==> src/rtl/dump_sequencer_if.sv <==
// dump_sequencer_if: datapath read ports and UART TX byte handshake seen by the dump sequencer
interface dump_sequencer_if #(
    parameter int NB_DATA    = 8,
    parameter int NB_ADDR    = 32,
    parameter int NB_ADDR_RB = 5,
    parameter int NB_ADDR_DM = 7
);
    logic [NB_ADDR-1:0]    pc_value;
    logic [NB_ADDR_RB-1:0] rb_addr;
    logic                  rb_read_enable;
    logic [NB_ADDR-1:0]    rb_data;
    logic [NB_ADDR_DM-1:0] dm_addr;
    logic                  dm_read_enable;
    logic [NB_DATA-1:0]    dm_data;
    logic [NB_DATA-1:0]    tx_data;
    logic                  tx_start;
    logic                  tx_done;
    modport master (
        input  pc_value, rb_data, dm_data, tx_done,
        output rb_addr, rb_read_enable, dm_addr, dm_read_enable, tx_data, tx_start
    );
    modport slave (
        output pc_value, rb_data, dm_data, tx_done,
        input  rb_addr, rb_read_enable, dm_addr, dm_read_enable, tx_data, tx_start
    );
endinterface

==> src/rtl/dump_sequencer.sv <==
// dump_sequencer: streams PC, register bank and data memory bytes MSB first to the UART; DUMP_CHECKSUM_EN appends an XOR checksum byte
module dump_sequencer #(
    parameter int NB_DATA    = 8,
    parameter int NB_ADDR    = 32,
    parameter int NB_ADDR_RB = 5,
    parameter int NB_ADDR_DM = 7,
    parameter int RB_DEPTH   = 32,
    parameter int DM_DEPTH   = 128
) (
    input  logic              i_clock,
    input  logic              i_reset,
    input  logic              i_start,
    input  logic [2:0]        i_sel,
    output logic              o_busy,
    output logic              o_done,
    dump_sequencer_if.master  bus
);
    localparam logic [2:0] IDLE  = 3'd0;
    localparam logic [2:0] FETCH = 3'd1;
    localparam logic [2:0] LOAD  = 3'd2;
    localparam logic [2:0] SEND  = 3'd3;
    localparam logic [2:0] WAIT  = 3'd4;
    localparam logic [2:0] NEXT  = 3'd5;
    localparam logic [2:0] DONE  = 3'd7;
`ifdef DUMP_CHECKSUM_EN
    localparam logic [2:0] CSUM  = 3'd6;
    localparam logic [2:0] TAIL  = CSUM;
`else
    localparam logic [2:0] TAIL  = DONE;
`endif
    localparam logic [1:0] SEC_PC = 2'd0;
    localparam logic [1:0] SEC_RB = 2'd1;
    localparam logic [1:0] SEC_DM = 2'd2;

    logic [2:0]            state_q, state_d;
    logic [2:0]            sel_q, sel_d;
    logic [1:0]            sec_q, sec_d;
    logic [NB_ADDR_RB-1:0] rb_addr_q, rb_addr_d;
    logic [NB_ADDR_DM-1:0] dm_addr_q, dm_addr_d;
    logic [NB_ADDR-1:0]    shift_q, shift_d;
    logic [1:0]            cnt_q, cnt_d;
    logic [NB_DATA-1:0]    tx_data_q, tx_data_d;
    logic                  tx_start_q, tx_start_d;
    logic                  rb_re_q, rb_re_d;
    logic                  dm_re_q, dm_re_d;
    logic                  busy_q, busy_d;
    logic                  done_q, done_d;
    logic [2:0]            rest;
    logic                  more;
    logic [2:0]            word_end;
`ifdef DUMP_CHECKSUM_EN
    logic [NB_DATA-1:0]    csum_q, csum_d;
    logic                  last_q, last_d;
    assign word_end = last_q ? DONE : NEXT;
`else
    assign word_end = NEXT;
`endif

    // sections still pending after the current one, and whether the current one has entries left
    assign rest = sel_q & (sec_q == SEC_PC ? 3'b110 : sec_q == SEC_RB ? 3'b100 : 3'b000);
    assign more = sec_q == SEC_RB ? rb_addr_q != NB_ADDR_RB'(RB_DEPTH - 1) :
                  sec_q == SEC_DM ? dm_addr_q != NB_ADDR_DM'(DM_DEPTH - 1) : 1'b0;

    // next-state and registered-output logic; outputs are derived from the next state
    always_comb begin
        state_d   = state_q;
        sel_d     = sel_q;
        sec_d     = sec_q;
        rb_addr_d = rb_addr_q;
        dm_addr_d = dm_addr_q;
        shift_d   = shift_q;
        cnt_d     = cnt_q;
`ifdef DUMP_CHECKSUM_EN
        csum_d    = csum_q;
        last_d    = last_q;
`endif
        case (state_q)
            IDLE: if (i_start) begin
                sel_d     = i_sel;
                rb_addr_d = '0;
                dm_addr_d = '0;
                sec_d     = i_sel[0] ? SEC_PC : i_sel[1] ? SEC_RB : SEC_DM;
                state_d   = |i_sel ? FETCH : TAIL;
`ifdef DUMP_CHECKSUM_EN
                csum_d    = '0;
                last_d    = 1'b0;
`endif
            end
            FETCH: state_d = LOAD;
            LOAD: begin
                shift_d = sec_q == SEC_PC ? bus.pc_value :
                          sec_q == SEC_RB ? bus.rb_data :
                          {bus.dm_data, {(NB_ADDR - NB_DATA){1'b0}}};
                cnt_d   = sec_q == SEC_DM ? 2'd0 : 2'd3;
                state_d = SEND;
            end
            SEND: begin
`ifdef DUMP_CHECKSUM_EN
                csum_d  = last_q ? csum_q : csum_q ^ tx_data_q;
`endif
                state_d = WAIT;
            end
            WAIT: if (bus.tx_done) begin
                shift_d = cnt_q != 2'd0 ? shift_q << NB_DATA : shift_q;
                cnt_d   = cnt_q != 2'd0 ? cnt_q - 2'd1 : cnt_q;
                state_d = cnt_q != 2'd0 ? SEND : word_end;
            end
            NEXT: begin
                rb_addr_d = sec_q == SEC_RB ? rb_addr_q + 1'b1 : rb_addr_q;
                dm_addr_d = sec_q == SEC_DM ? dm_addr_q + 1'b1 : dm_addr_q;
                sec_d     = more ? sec_q : rest[1] ? SEC_RB : SEC_DM;
                state_d   = more || |rest ? FETCH : TAIL;
            end
`ifdef DUMP_CHECKSUM_EN
            CSUM: begin
                shift_d = {csum_q, {(NB_ADDR - NB_DATA){1'b0}}};
                cnt_d   = 2'd0;
                last_d  = 1'b1;
                state_d = SEND;
            end
`endif
            DONE: state_d = IDLE;
            default: state_d = IDLE;
        endcase
        tx_start_d = state_d == SEND;
        tx_data_d  = state_d == SEND ? shift_d[NB_ADDR-1 -: NB_DATA] : tx_data_q;
        rb_re_d    = (state_d == FETCH || state_d == LOAD) && sec_d == SEC_RB;
        dm_re_d    = (state_d == FETCH || state_d == LOAD) && sec_d == SEC_DM;
        busy_d     = state_d != IDLE;
        done_d     = state_q == DONE;
    end

    // state and output registers with synchronous active-low reset
    always_ff @(posedge i_clock) begin
        if (!i_reset) begin
            state_q    <= IDLE;
            sel_q      <= '0;
            sec_q      <= '0;
            rb_addr_q  <= '0;
            dm_addr_q  <= '0;
            shift_q    <= '0;
            cnt_q      <= '0;
            tx_data_q  <= '0;
            tx_start_q <= 1'b0;
            rb_re_q    <= 1'b0;
            dm_re_q    <= 1'b0;
            busy_q     <= 1'b0;
            done_q     <= 1'b0;
`ifdef DUMP_CHECKSUM_EN
            csum_q     <= '0;
            last_q     <= 1'b0;
`endif
        end else begin
            state_q    <= state_d;
            sel_q      <= sel_d;
            sec_q      <= sec_d;
            rb_addr_q  <= rb_addr_d;
            dm_addr_q  <= dm_addr_d;
            shift_q    <= shift_d;
            cnt_q      <= cnt_d;
            tx_data_q  <= tx_data_d;
            tx_start_q <= tx_start_d;
            rb_re_q    <= rb_re_d;
            dm_re_q    <= dm_re_d;
            busy_q     <= busy_d;
            done_q     <= done_d;
`ifdef DUMP_CHECKSUM_EN
            csum_q     <= csum_d;
            last_q     <= last_d;
`endif
        end
    end

    assign bus.rb_addr        = rb_addr_q;
    assign bus.rb_read_enable = rb_re_q;
    assign bus.dm_addr        = dm_addr_q;
    assign bus.dm_read_enable = dm_re_q;
    assign bus.tx_data        = tx_data_q;
    assign bus.tx_start       = tx_start_q;
    assign o_busy             = busy_q;
    assign o_done             = done_q;
endmodule
==> src/flat_wrapper.sv <==
// flat-port wrapper written by rule: the top's interface ports become plain ports
module dump_sequencer_flat 
#(
    parameter int NB_DATA    = 8,
    parameter int NB_ADDR    = 32,
    parameter int NB_ADDR_RB = 5,
    parameter int NB_ADDR_DM = 7,
    parameter int RB_DEPTH   = 32,
    parameter int DM_DEPTH   = 128
)
  (i_clock, i_reset, i_start, i_sel, o_busy, o_done, bus_pc_value, bus_rb_data, bus_dm_data, bus_tx_done, bus_rb_addr, bus_rb_read_enable, bus_dm_addr, bus_dm_read_enable, bus_tx_data, bus_tx_start);
  dump_sequencer_if #(.NB_DATA(NB_DATA), .NB_ADDR(NB_ADDR), .NB_ADDR_RB(NB_ADDR_RB), .NB_ADDR_DM(NB_ADDR_DM)) bus_i ();
  input  logic i_clock;
  input  logic i_reset;
  input  logic i_start;
  input  logic [2:0] i_sel;
  output logic o_busy;
  output logic o_done;
  input wire logic [$bits(bus_i.pc_value)-1:0] bus_pc_value;
  input wire logic [$bits(bus_i.rb_data)-1:0] bus_rb_data;
  input wire logic [$bits(bus_i.dm_data)-1:0] bus_dm_data;
  input wire logic [$bits(bus_i.tx_done)-1:0] bus_tx_done;
  output wire logic [$bits(bus_i.rb_addr)-1:0] bus_rb_addr;
  output wire logic [$bits(bus_i.rb_read_enable)-1:0] bus_rb_read_enable;
  output wire logic [$bits(bus_i.dm_addr)-1:0] bus_dm_addr;
  output wire logic [$bits(bus_i.dm_read_enable)-1:0] bus_dm_read_enable;
  output wire logic [$bits(bus_i.tx_data)-1:0] bus_tx_data;
  output wire logic [$bits(bus_i.tx_start)-1:0] bus_tx_start;
  assign bus_i.pc_value = bus_pc_value;
  assign bus_i.rb_data = bus_rb_data;
  assign bus_i.dm_data = bus_dm_data;
  assign bus_i.tx_done = bus_tx_done;
  assign bus_rb_addr = bus_i.rb_addr;
  assign bus_rb_read_enable = bus_i.rb_read_enable;
  assign bus_dm_addr = bus_i.dm_addr;
  assign bus_dm_read_enable = bus_i.dm_read_enable;
  assign bus_tx_data = bus_i.tx_data;
  assign bus_tx_start = bus_i.tx_start;
  dump_sequencer #(.NB_DATA(NB_DATA), .NB_ADDR(NB_ADDR), .NB_ADDR_RB(NB_ADDR_RB), .NB_ADDR_DM(NB_ADDR_DM), .RB_DEPTH(RB_DEPTH), .DM_DEPTH(DM_DEPTH)) u_core (.i_clock(i_clock), .i_reset(i_reset), .i_start(i_start), .i_sel(i_sel), .o_busy(o_busy), .o_done(o_done), .bus(bus_i));
endmodule
==> config.mk <==
export PLATFORM = sky130hd
export DESIGN_NAME = dump_sequencer_flat
export DESIGN_NICKNAME = d
export VERILOG_FILES = /design/src/rtl/dump_sequencer_if.sv /design/src/rtl/dump_sequencer.sv /design/src/flat_wrapper.sv
export SDC_FILE = /design/constraint.sdc
export NUM_CORES = 1
export LEC_CHECK = 0
export CAP_MARGIN = 10
export CORE_ASPECT_RATIO = 1.25
export CORE_MARGIN = 10
export CORE_UTILIZATION = 49
export DETAILED_ROUTE_END_ITERATION = 10
export GPL_TIMING_DRIVEN = 0
export HOLD_SLACK_MARGIN = 0.1
export PLACE_DENSITY_LB_ADDON = 0.12
export SETUP_SLACK_MARGIN = 0.05
export SLEW_MARGIN = 20
export SYNTH_ARGS = -nofsm -noshare
export SYNTH_HDL_FRONTEND = slang
export SYNTH_SLANG_ARGS = --single-unit
export TNS_END_PERCENT = 10
==> constraint.sdc <==
create_clock -name i_clock -period 2.89 [get_ports i_clock]
set_input_delay 0.578 -clock i_clock [delete_from_list [all_inputs] [get_ports i_clock]]
set_output_delay 0.578 -clock i_clock [all_outputs]
set_load 0.02 [all_outputs]
==> summary.md, run 1 <==
| Metric | Value |
|---|---|
| Syn nets | 414 |
| Pwr Density | 520.7 nW/um^2 |
| Worst endpoint data arrival time | 2.57 ns |
| TritonCTS clock tree | done |
| Hold-fix buffers, CTS | 0 |
| CTS sink cnt | 58 |
| Cells along the critical path | clkdlybuf4s50_1, nor4b_2, a31oi_1, or3_1, a21oi_1 |
| Final instance area | 4405 um^2 |
| Diodes inserted | 0 |
| Syn Area/Cell | 9.212 um^2 |
| Netlist cell types | 51 |
| Core Area | 6126 um^2 |
| Slowest cell on the critical path | nor4b_2 |
| Vias per cell | 5.622 |
| Clock latency on the worst-skew pair | 0.34 ns |
| Hold Slack | 0.4503 ns |
| Sw Ratio | 27.98% |
| Fin Setup TNS | 0 ns |
| Internal | 1.652 mW |
| Final hold vios | 0 |
| Worst EP required | 3.16 ns |
| Largest net degree at the start of global routing | 11 |
| Initial antenna violation count | 0 |
| Dpl hpwl | 7.418 mm |
| Top post-synthesis cells by count | dfxtp_1 (58), nor2b_1 (32), nand2_1 (30), mux2_2 (24) |
| Grt ovf | 0 |
| Nets | 528 |
| Area grow syn2layout | 44.48% |
| Max Clk Rate | 0.4360 GHz |
| Clk pin slew, worst setup/hold paths | 0.07 ns |
| Iter 0 DRT Violations | 197 |
| Layout cells sized above 1 | 12.67% |
| Total GRT Usage | 19.39% |
| CP Class | in2reg |
| Clock skew | 0.004754 ns |
| Die X | 90.56 um |
| DIE HEIGHT | 108.2 um |
| Maximum VDD drop | 0.3276 mV |
| Crit-path max FO | 6 |
| Status | complete, no violations |
| Synthesized flop and latch total | 58 |
| Final period util | 79.36% |
| Synth area leaders | dfxtp_1 (38%), mux2_2 (8.9%), nor2b_1 (6.6%) |
| Synth async-reset ratio | 0% |
| Final setup viols | 0 |
| Final ANT Viol Nets | 0 |
| Crit path capture type | flip-flop |
| Root buf cell | clkbuf_8 |
| Cts bufs inserted | 9 |
| Via count | 3,008 |
| Relative slew slack | 47.44% |
| Main synth FF type | dfxtp_1 |
| Vias in the first global route | 3,155 |
| Num rows | 32 |
| Area share of the largest cell type after synthesis | 38.08% |
| Mapped Area | 3049 um^2 |
| Combinational Power Share | 24.2% |
| Routed WL per cell | 17.78 um |
| RSZ-0062 raised after global routing | no |
| Yosys warns | 0 |
| Total power | 2.294 mW |
| Leak pwr | 1.573 nW |
| I/O Buffers | 103 |
| Register area share after synthesis | 38.08% |
| Most frequent cell after synthesis | dfxtp_1 |
| Synthesized instance count | 331 |
| Global-route wire length before repair | 15.42 mm |
| Sequential share of power | 39.5% |
| Die area | 9798 um^2 |
| Fin crit period | 2.293 ns |
| Io pins | 104 |
| Final GP Congestion | 0.9134 |
| Sw power | 641.9 uW |
| Initial Util | 49.78% |
| CTS H-Tree Depth | 3 |
| DP Area | 4187 um^2 |
| Cts repair resizes | 0 |
| Worst-Margin Slew | 0.7850 ns |
| DRC Markers | 0 |
| Slew Limit Fails | 0 |
| Max-Cap Viols | 0 |
| Hold WC Path Type | reg2reg |
| Clock power frac | 36.3% |
| # Post-CTS Setup Buffers | 0 |
| Number of synthesized flops with an enable pin | 0 |
| CP peak stage delay | 0.60 ns |
| Type of origin of the critical path | input port |
| Area leader, netlist | dfxtp_1 |
| Routed wire length | 9.511 mm |
| Pre-antenna DRT Iters | 6 |
| Clk buf depth | 2 |
==> critical path: cells and delay by family <==
kind | cells | cell delay (ns)
simple gates | 2 | 1.00
compound gates | 2 | 0.40
buf+inv | 1 | 0.57
==> power by group through the flow <==
stage                     registers, mW  logic, mW  clock network (mW)
after floorplan                   0.932      0.307                   0
after global placement            0.919      0.539                   0
after detailed placement          0.922      0.550                   0
after CTS                         0.905      0.554               0.834
after global routing              0.914      0.603               0.874
final                             0.907      0.555               0.833
==> worst paths after layout <==
kind	startpoint	end	slack, ns	cells after the start
max	i_start	u_core.bus.rb_addr[3]$_SDFFE_PN0P_	0.60	5
min	u_core.cnt_q[1]$_SDFFE_PN0P_	u_core.cnt_q[1]$_SDFFE_PN0P_	0.45	2
max reg2reg	u_core.state_q[1]$_SDFF_PN0_	u_core.shift_q[15]$_SDFFE_PN0P_	0.73	5
min reg2reg	u_core.cnt_q[1]$_SDFFE_PN0P_	u_core.cnt_q[1]$_SDFFE_PN0P_	0.45	2
==> logic make-up (layout without fill, tap and decap cells) <==
kind of cell	Yosys count	after routing	share of synthesized area, %
fa+ha+maj	4	4	1.641
xor+xnor	4	4	1.149
compound gates	86	86	21.54
simple gates	112	112	20.60
mux	35	35	12.47
buf+inv	32	151	4.514
flops	58	58	38.08
==> cell type report <==
cell class                      count  area [um^2]
Multi-Input combinational cell    241         1750
Fill cell                         483         1720
Sequential cell                    58         1161
Timing Repair Buffer              103         1031
Clock buffer                       11        141.4
Buffer                             27        118.9
Tap cell                           85        106.4
Clock inverter                      5        77.57
Inverter                            5        18.77
==> metrics by stage <==
stage | worst slack, ns | util, % | std cells
floorplan | 1.111 | - | 331
global placement | 0.3208 | 68.34 | 519
detailed placement | 0.2801 | 68.34 | 519
CTS | 0.6329 | 71.92 | 535
global route | 0.4524 | 71.92 | 535
finish | 0.5966 | 71.92 | 535
==> flip-flops by register name (all words and copies together), names as in the netlist, 2 cells and up <==
register / flops
u_core.cnt_q: 2
u_core.sel_q: 2
u_core.bus.dm_addr: 7
u_core.state_q: 3
u_core.shift_q: 24
u_core.bus.rb_addr: 5
u_core.bus.tx_data: 8
u_core.sec_q: 2
==> routing by layer <==
layer,vias to the layer above,part of all wire (%),track usage (%)
met1,1397,37,19.08
met4,0,2.3,9.795
met5,-,0,0
met2,138,52,35.66
li1,1455,-,-
met3,18,8.6,6.657
==> layout by cell type (no fill, tap or decap), types with 3 or more instances in the layout <==
cell type / count
buf_2: 11
o21ai_0: 14
nor2_1: 14
nand2_1: 30
and2_1: 6
mux2i_1: 11
a222oi_1: 16
a21oi_1: 9
clkbuf_8: 10
xnor2_1: 3
clkdlybuf4s50_1: 103
clkbuf_1: 14
a21boi_0: 3
ha_1: 4
inv_1: 5
a22oi_1: 16
nand3b_1: 3
nand4_1: 4
nor2b_1: 32
a21boi_1: 10
nand3_1: 5
dfxtp_1: 58
mux2_2: 24
nor3_1: 3
Note: power is estimated with default switching activity, not from simulation.
==> inputs of run 2 (changes only) <==
- CORE_UTILIZATION: 49 -> 41
- clock period: 2.89 -> 1.8 ns (I/O delays scaled with it)
==> run 2 against run 1 <==
Die area grew 15%. Sequential share of layout area shrank 1.0 points. Clock-buffer cell count grew 1. Worst setup slack lost 0.57 ns. Critical endpoint is now bus_rb_addr[0].
==> summary.md, run 2 (synthesis results as in run 1) <==
| Metric | Value |
|---|---|
| DRC Markers | 0 (unchanged) |
| Initial Util | 41.69% (-8.1 points) |
| Clk pin slew, worst setup/hold paths | 0.07 ns (about the same) |
| Die area | 11,310 um^2 (+15%) |
| Clock skew | 0.003459 ns (-0.001295 ns) |
| Area grow syn2layout | 52.48% |
| Vias in the first global route | 3,241 (+2.7%) |
| Via count | 3,029 (+0.70%) |
| Routed WL per cell | 17.46 um (-1.8%) |
| Pre-CTS setup slack | -0.5494 ns (-0.8294 ns) |
| Worst EP required | 1.44 ns (-1.72 ns) |
| Maximum VDD drop | 0.4183 mV (+28%) |
| Sw Ratio | 29.73% (+1.8 points) |
| Final ANT Viol Nets | 0 (unchanged) |
| Io pins | 104 (unchanged) |
| Routed wire length | 9.637 mm (+1.3%) |
| RSZ-0062 raised after global routing | yes |
| Layout cells sized above 1 | 20.00% (+7.3 points) |
| Sw power | 1.046 mW (+63%) |
| Final period util | 98.46% |
| Final worst slack | 0.02772 ns (-0.5689 ns) |
| Crit-path max FO | 3 (-3) |
| Total power | 3.517 mW (+53%) |
| FILL cells | 597 (+24%) |
| Worst endpoint data arrival time | 1.41 ns (-1.16 ns) |
| Max Clk Rate | 0.5642 GHz |
| Slew Limit Fails | 0 (unchanged) |
| Clock latency on the worst-skew pair | 0.33 ns (about the same) |
| Max-Cap Viols | 0 (unchanged) |
| Num rows | 35 (+9.4%) |
| Cts bufs inserted | 9 (unchanged) |
| Internal | 2.471 mW (+50%) |
| Sequential share of power | 41.8% (+2.3 points) |
| Final instance area | 4649 um^2 (+5.5%) |
| Clk buf depth | 2 (unchanged) |
| CTS sink cnt | 58 (unchanged) |
| Dpl hpwl | 7.407 mm (-0.14%) |
| Biggest register | u_core.shift_q |
| Fin crit period | 1.772 ns |
| Hold-fix buffers, CTS | 0 (unchanged) |
| Slowest cell on the critical path | clkdlybuf4s50_1 |
| Total GRT Usage | 16.77% (-2.6 points) |
| Pwr Density | 756.5 nW/um^2 (+45%) |
| CP Class | reg2out |
| Post-Place Cells | 526 (+1.3%) |
| Cells along the critical path | buf_4, clkdlybuf4s50_1 |
| TritonCTS clock tree | done |
| Fin Setup TNS | 0 ns (unchanged) |
| Leak pwr | 1.728 nW (+9.8%) |
| Final hold vios | 0 (unchanged) |
| Grt ovf | 0 (unchanged) |
| Global-route wire length before repair | 15.59 mm (+1.1%) |
| Commonest non-fill, non-tap cell in the layout | clkdlybuf4s50_1 |
| Clock power frac | 30.1% (-6.2 points) |
| DIE HEIGHT | 116.4 um (+7.6%) |
| Most frequent cells in the layout | clkdlybuf4s50_1 (99), dfxtp_1 (52), nor2b_1 (32) |
| Nets | 539 (+2.1%) |
| Largest net degree at the start of global routing | 11 (unchanged) |
| Final setup viols | 0 (unchanged) |
| DP Area | 4195 um^2 (+0.21%) |
| Final GP Congestion | 0.8785 (-3.8%) |
| Max reg flops | 24 (unchanged) |
| Root buf cell | clkbuf_8 |
| Hold WC Path Type | reg2reg |
| Type of origin of the critical path | flip-flop |
| Die X | 97.14 um (+7.3%) |
| Relative slew slack | 68.47% (+21 points) |
| Pre-antenna DRT Iters | 6 (unchanged) |
| Status | complete, no violations |
| Vias per cell | 5.487 (-2.4%) |
| Combinational Power Share | 28.0% (+3.8 points) |
| Final Non-Filler Cells | 552 (+3.2%) |
| Initial antenna violation count | 0 (unchanged) |
| Core Area | 7313 um^2 (+19%) |
| Iter 0 DRT Violations | 178 (-9.6%) |
| Crit path capture type | output pin |
| CP peak stage delay | 0.59 ns (about the same) |
| Worst-Margin Slew | 0.4681 ns (-0.3169 ns) |
| Diodes inserted | 0 (unchanged) |
| I/O Buffers | 103 (unchanged) |
| CTS H-Tree Depth | 3 (unchanged) |
-- run 2: cell count changes in the layout (fill, tap and decap cells not counted), moves of 3 or more --
cell	change
buf_4	+12
clkbuf_1	-6
dfxtp_1	-6
clkbuf_2	+5
buf_2	-4
clkdlybuf4s50_1	-4
dfxtp_4	+4
buf_6	+3
clkbuf_4	+3
dlymetal6s2s_1	+3
-- run 2: worst max-delay path: cells and delay by family, from the launching register on --
kind | cells | cell delay (ns)
DFF | 1 | 0.37
buffers and inverters | 2 | 0.70
-- run 2: layout make-up --
class	instances	area [um^2]	share of cell area [%]
Multi-Input combinational cell	241	1889	40.64
Sequential cell	58	1179	25.35
Timing Repair Buffer	114	1124	24.17
Clock buffer	12	155.1	3.337
Buffer	27	153.9	3.310
Tap cell	92	115.1	2.476
Inverter	5	18.77	0.4037
Clock inverter	3	15.01	0.3229
-- run 2: timing repair --
item	CTS	global route
gates resized for setup	24	38
pin swaps	6	8
setup buffers	6	5
setup endpoints to repair	48	44
-- run 2: power groups by stage --
stage / sequential (mW) / combinational (mW) / clock, mW
floorplan: 1.50 / 0.493 / 0
global placement: 1.48 / 0.878 / 0
detailed placement: 1.48 / 0.885 / 0
CTS: 1.46 / 0.939 / 1.08
global route: 1.48 / 1.07 / 1.14
finish: 1.47 / 0.986 / 1.06
-- run 2: worst paths after layout --
check                                                        start  slack (ns)                                   end  depth (start not counted)
worst max-delay path            u_core.bus.rb_addr[0]$_SDFFE_PN0P_        0.03                        bus_rb_addr[0]                          2
worst min-delay path            u_core.bus.tx_data[5]$_SDFFE_PN0P_        0.45    u_core.bus.tx_data[5]$_SDFFE_PN0P_                          2
worst max register to register        u_core.state_q[2]$_SDFF_PN0_        0.08  u_core.bus.rb_read_enable$_SDFF_PN0_                          4
worst min register to register  u_core.bus.tx_data[5]$_SDFFE_PN0P_        0.45    u_core.bus.tx_data[5]$_SDFFE_PN0P_                          2
-- run 2: layer usage --
| metal | track usage [%] | part of all wire, % |
|---|---|---|
| met5 | 0 | 0 |
| met4 | 5.123 | 0.95 |
| met3 | 5.503 | 7.5 |
| met2 | 31.74 | 52 |
| met1 | 17.15 | 40 |
-- run 2: per-stage QoR --
step           hold WS [ns]  utilization [%]
2_1_floorplan        0.4307                -
3_3_place_gp         0.4418            57.37
3_5_place_dp         0.4444            57.37
4_1_cts              0.4528            61.45
5_1_grt              0.4722            63.58
6_report             0.4506            63.58
==> inputs of run 3 (changes only) <==
- REMOVE_ABC_BUFFERS: unset -> 1
==> run 3 against run 2 <==
Utilization rose by 0.19 points. Cell count fell by 2.4%. Power rose by 3.2%. First-iteration DRC count rose by 15%. Sequential cell count did not move. Fmax rose by 2.3%. Wire length fell by 1.3%. Clock power rose by 9%. Global-route usage fell by 0.77 points. Register-to-register slack barely moved. Critical path type is now in2reg. Highest routed layer unchanged.
==> summary.md, run 3 (synthesis results as in run 1) <==
| Metric | Value |
|---|---|
| Status | complete, no violations |
| FILL cells | 619 (+3.7%) |
| Final ANT Viol Nets | 0 (unchanged) |
| Total GRT Usage | 16.00% (-0.77 points) |
| Core Area | 7313 um^2 (unchanged) |
| Largest net degree at the start of global routing | 35 (+24) |
| DIE HEIGHT | 116.4 um (unchanged) |
| Leak pwr | 1.804 nW (+4.4%) |
| CP Class | in2reg |
| Commonest non-fill, non-tap cell in the layout | clkdlybuf4s50_1 |
| Fin crit period | 1.733 ns (-0.03963 ns) |
| Num rows | 35 (unchanged) |
| Maximum VDD drop | 0.4930 mV (+18%) |
| Worst-Margin Slew | 0.4813 ns (+0.01328 ns) |
| Post-Place Cells | 502 (-4.6%) |
| Io pins | 104 (unchanged) |
| Max reg flops | 24 (unchanged) |
| WL met1 | 4.291 mm (+12%) |
| Most frequent cells in the layout | clkdlybuf4s50_1 (90), dfxtp_1 (51), nor2b_1 (31) |
| Pre-antenna DRT Iters | 5 (-1) |
| Fin Setup TNS | 0 ns (unchanged) |
| Diodes inserted | 0 (unchanged) |
| Relative slew slack | 67.57% (-0.89 points) |
| Final hold vios | 0 (unchanged) |
| Crit path capture type | flip-flop |
| Final GP Congestion | 0.8254 (-6.0%) |
| Die X | 97.14 um (unchanged) |
| RSZ-0062 raised after global routing | yes |
| Slew Limit Fails | 0 (unchanged) |
| Global-route wire length before repair | 14.89 mm (-4.5%) |
| Nets | 526 (-2.4%) |
| Pre-CTS setup slack | -0.9914 ns (-0.4420 ns) |
| DRC Markers | 0 (unchanged) |
| Clk pin slew, worst setup/hold paths | 0.06 ns (about the same) |
| Clk buf depth | 2 (unchanged) |
| Initial antenna violation count | 0 (unchanged) |
| Worst EP required | 2.04 ns (+0.60 ns) |
| Routed WL per cell | 17.64 um (+1.0%) |
| Hold WC Path Type | in2reg |
| Root buf cell | clkbuf_8 |
| Type of origin of the critical path | input port |
| Met3 WL | 487 um (-33%) |
| Biggest register | u_core.shift_q |
| Cts bufs inserted | 9 (unchanged) |
| Max-Cap Viols | 0 (unchanged) |
| CTS H-Tree Depth | 3 (unchanged) |
| TritonCTS clock tree | done |
| Area grow syn2layout | 52.93% |
| Routed wire length | 9.507 mm (-1.3%) |
| Max Clk Rate | 0.5772 GHz (+2.3%) |
| Final worst slack | 0.06735 ns (+0.03963 ns) |
| Via count | 2,988 (-1.4%) |
| Crit-path max FO | 6 (+3) |
| Vias per cell | 5.544 (+1.0%) |
| Worst endpoint data arrival time | 1.98 ns (+0.57 ns) |
| Final setup viols | 0 (unchanged) |
| Final period util | 96.26% (-2.2 points) |
| Grt ovf | 0 (unchanged) |
| Dpl hpwl | 6.426 mm (-13%) |
| Initial Util | 41.69% (unchanged) |
| Die area | 11,310 um^2 (unchanged) |
| Clock latency on the worst-skew pair | 0.34 ns (about the same) |
| CTS sink cnt | 58 (unchanged) |
| Pwr Density | 778.4 nW/um^2 (+2.9%) |
| Layout cells sized above 1 | 20.13% (+0.13 points) |
| WL met2 | 4.579 mm (-8.3%) |
| Vias in the first global route | 2,920 (-9.9%) |
| I/O Buffers | 103 (unchanged) |
| Max layer used | met4 |
| Iter 0 DRT Violations | 204 (+15%) |
| Hold Slack | 0.4344 ns (-0.01621 ns) |
| Final Non-Filler Cells | 539 (-2.4%) |
| Clock skew | 0.003080 ns (-0.0003785 ns) |
-- run 3: cell count changes in the layout (fill, tap and decap cells not counted), sizes merged --
| cell | previous run | this run |
|---|---|---|
| clkinv | 3 | 2 |
| dlygate4sd2 | 1 | 4 |
| clkbuf | 27 | 12 |
| buf | 23 | 26 |
| and3 | 2 | 3 |
| bufinv | 0 | 1 |
| clkdlybuf4s50 | 99 | 90 |
| dlymetal6s2s | 3 | 7 |
-- run 3: critical path, cell delays in order --
cell	delay [ns]
clkdlybuf4s50_1	0.67
nand2b_1	0.09
a22o_1	0.28
a41o_1	0.28
nor4b_4	0.29
-- run 3: timing repair --
item                       in CTS  in global routing
hold buffers                    0                  0
setup buffers                   5                 16
setup endpoints to repair      55                 36
gates resized for setup        25                 25
pin swaps                       2                  9
gates cloned                    0                  1
hold endpoints to repair        0                  0
-- run 3: layout make-up --
cell class	instances	area [um^2]	area share, %
Sequential cell	58	1187	25.46
Clock buffer	12	145.1	3.112
Multi-Input combinational cell	242	1877	40.25
Inverter	5	18.77	0.4025
Timing Repair Buffer	127	1280	27.45
Clock inverter	3	40.04	0.8586
Tap cell	92	115.1	2.468
-- run 3: final timing paths --
check,to,slack (ns),from,cells after the start
max,u_core.bus.dm_read_enable$_SDFF_PN0_,0.07,bus_tx_done,5
min,u_core.state_q[2]$_SDFF_PN0_,0.43,i_reset,2
max reg2reg,u_core.bus.dm_read_enable$_SDFF_PN0_,0.07,u_core.cnt_q[0]$_SDFFE_PN0P_,6
min reg2reg,u_core.bus.tx_data[3]$_SDFFE_PN0P_,0.45,u_core.bus.tx_data[3]$_SDFFE_PN0P_,2
-- run 3: per-layer routing --
metal  track usage, %  vias up
met4            6.207        0
met5                0        -
li1                 -     1452
met3            4.556       13
met1            19.15     1420
met2            26.61      103
-- run 3: metrics by stage --
stage | power [mW] | utilization (%) | cell area, um^2
finish | 3.630 | 63.76 | 4663
global placement | 2.300 | 55.74 | 4076
floorplan | 1.944 | - | 2930
global route | 3.807 | 63.76 | 4663
detailed placement | 2.359 | 56.94 | 4164
CTS | 3.568 | 60.84 | 4449
-- run 3: power breakdown --
| group | total [mW] | switching, mW | leakage, nW | internal [mW] |
|---|---|---|---|---|
| combinational | 0.976 | 0.428 | 1.23 | 0.548 |
| clock | 1.16 | 0.499 | 0.0962 | 0.665 |
| sequential | 1.49 | 0.103 | 0.476 | 1.39 |
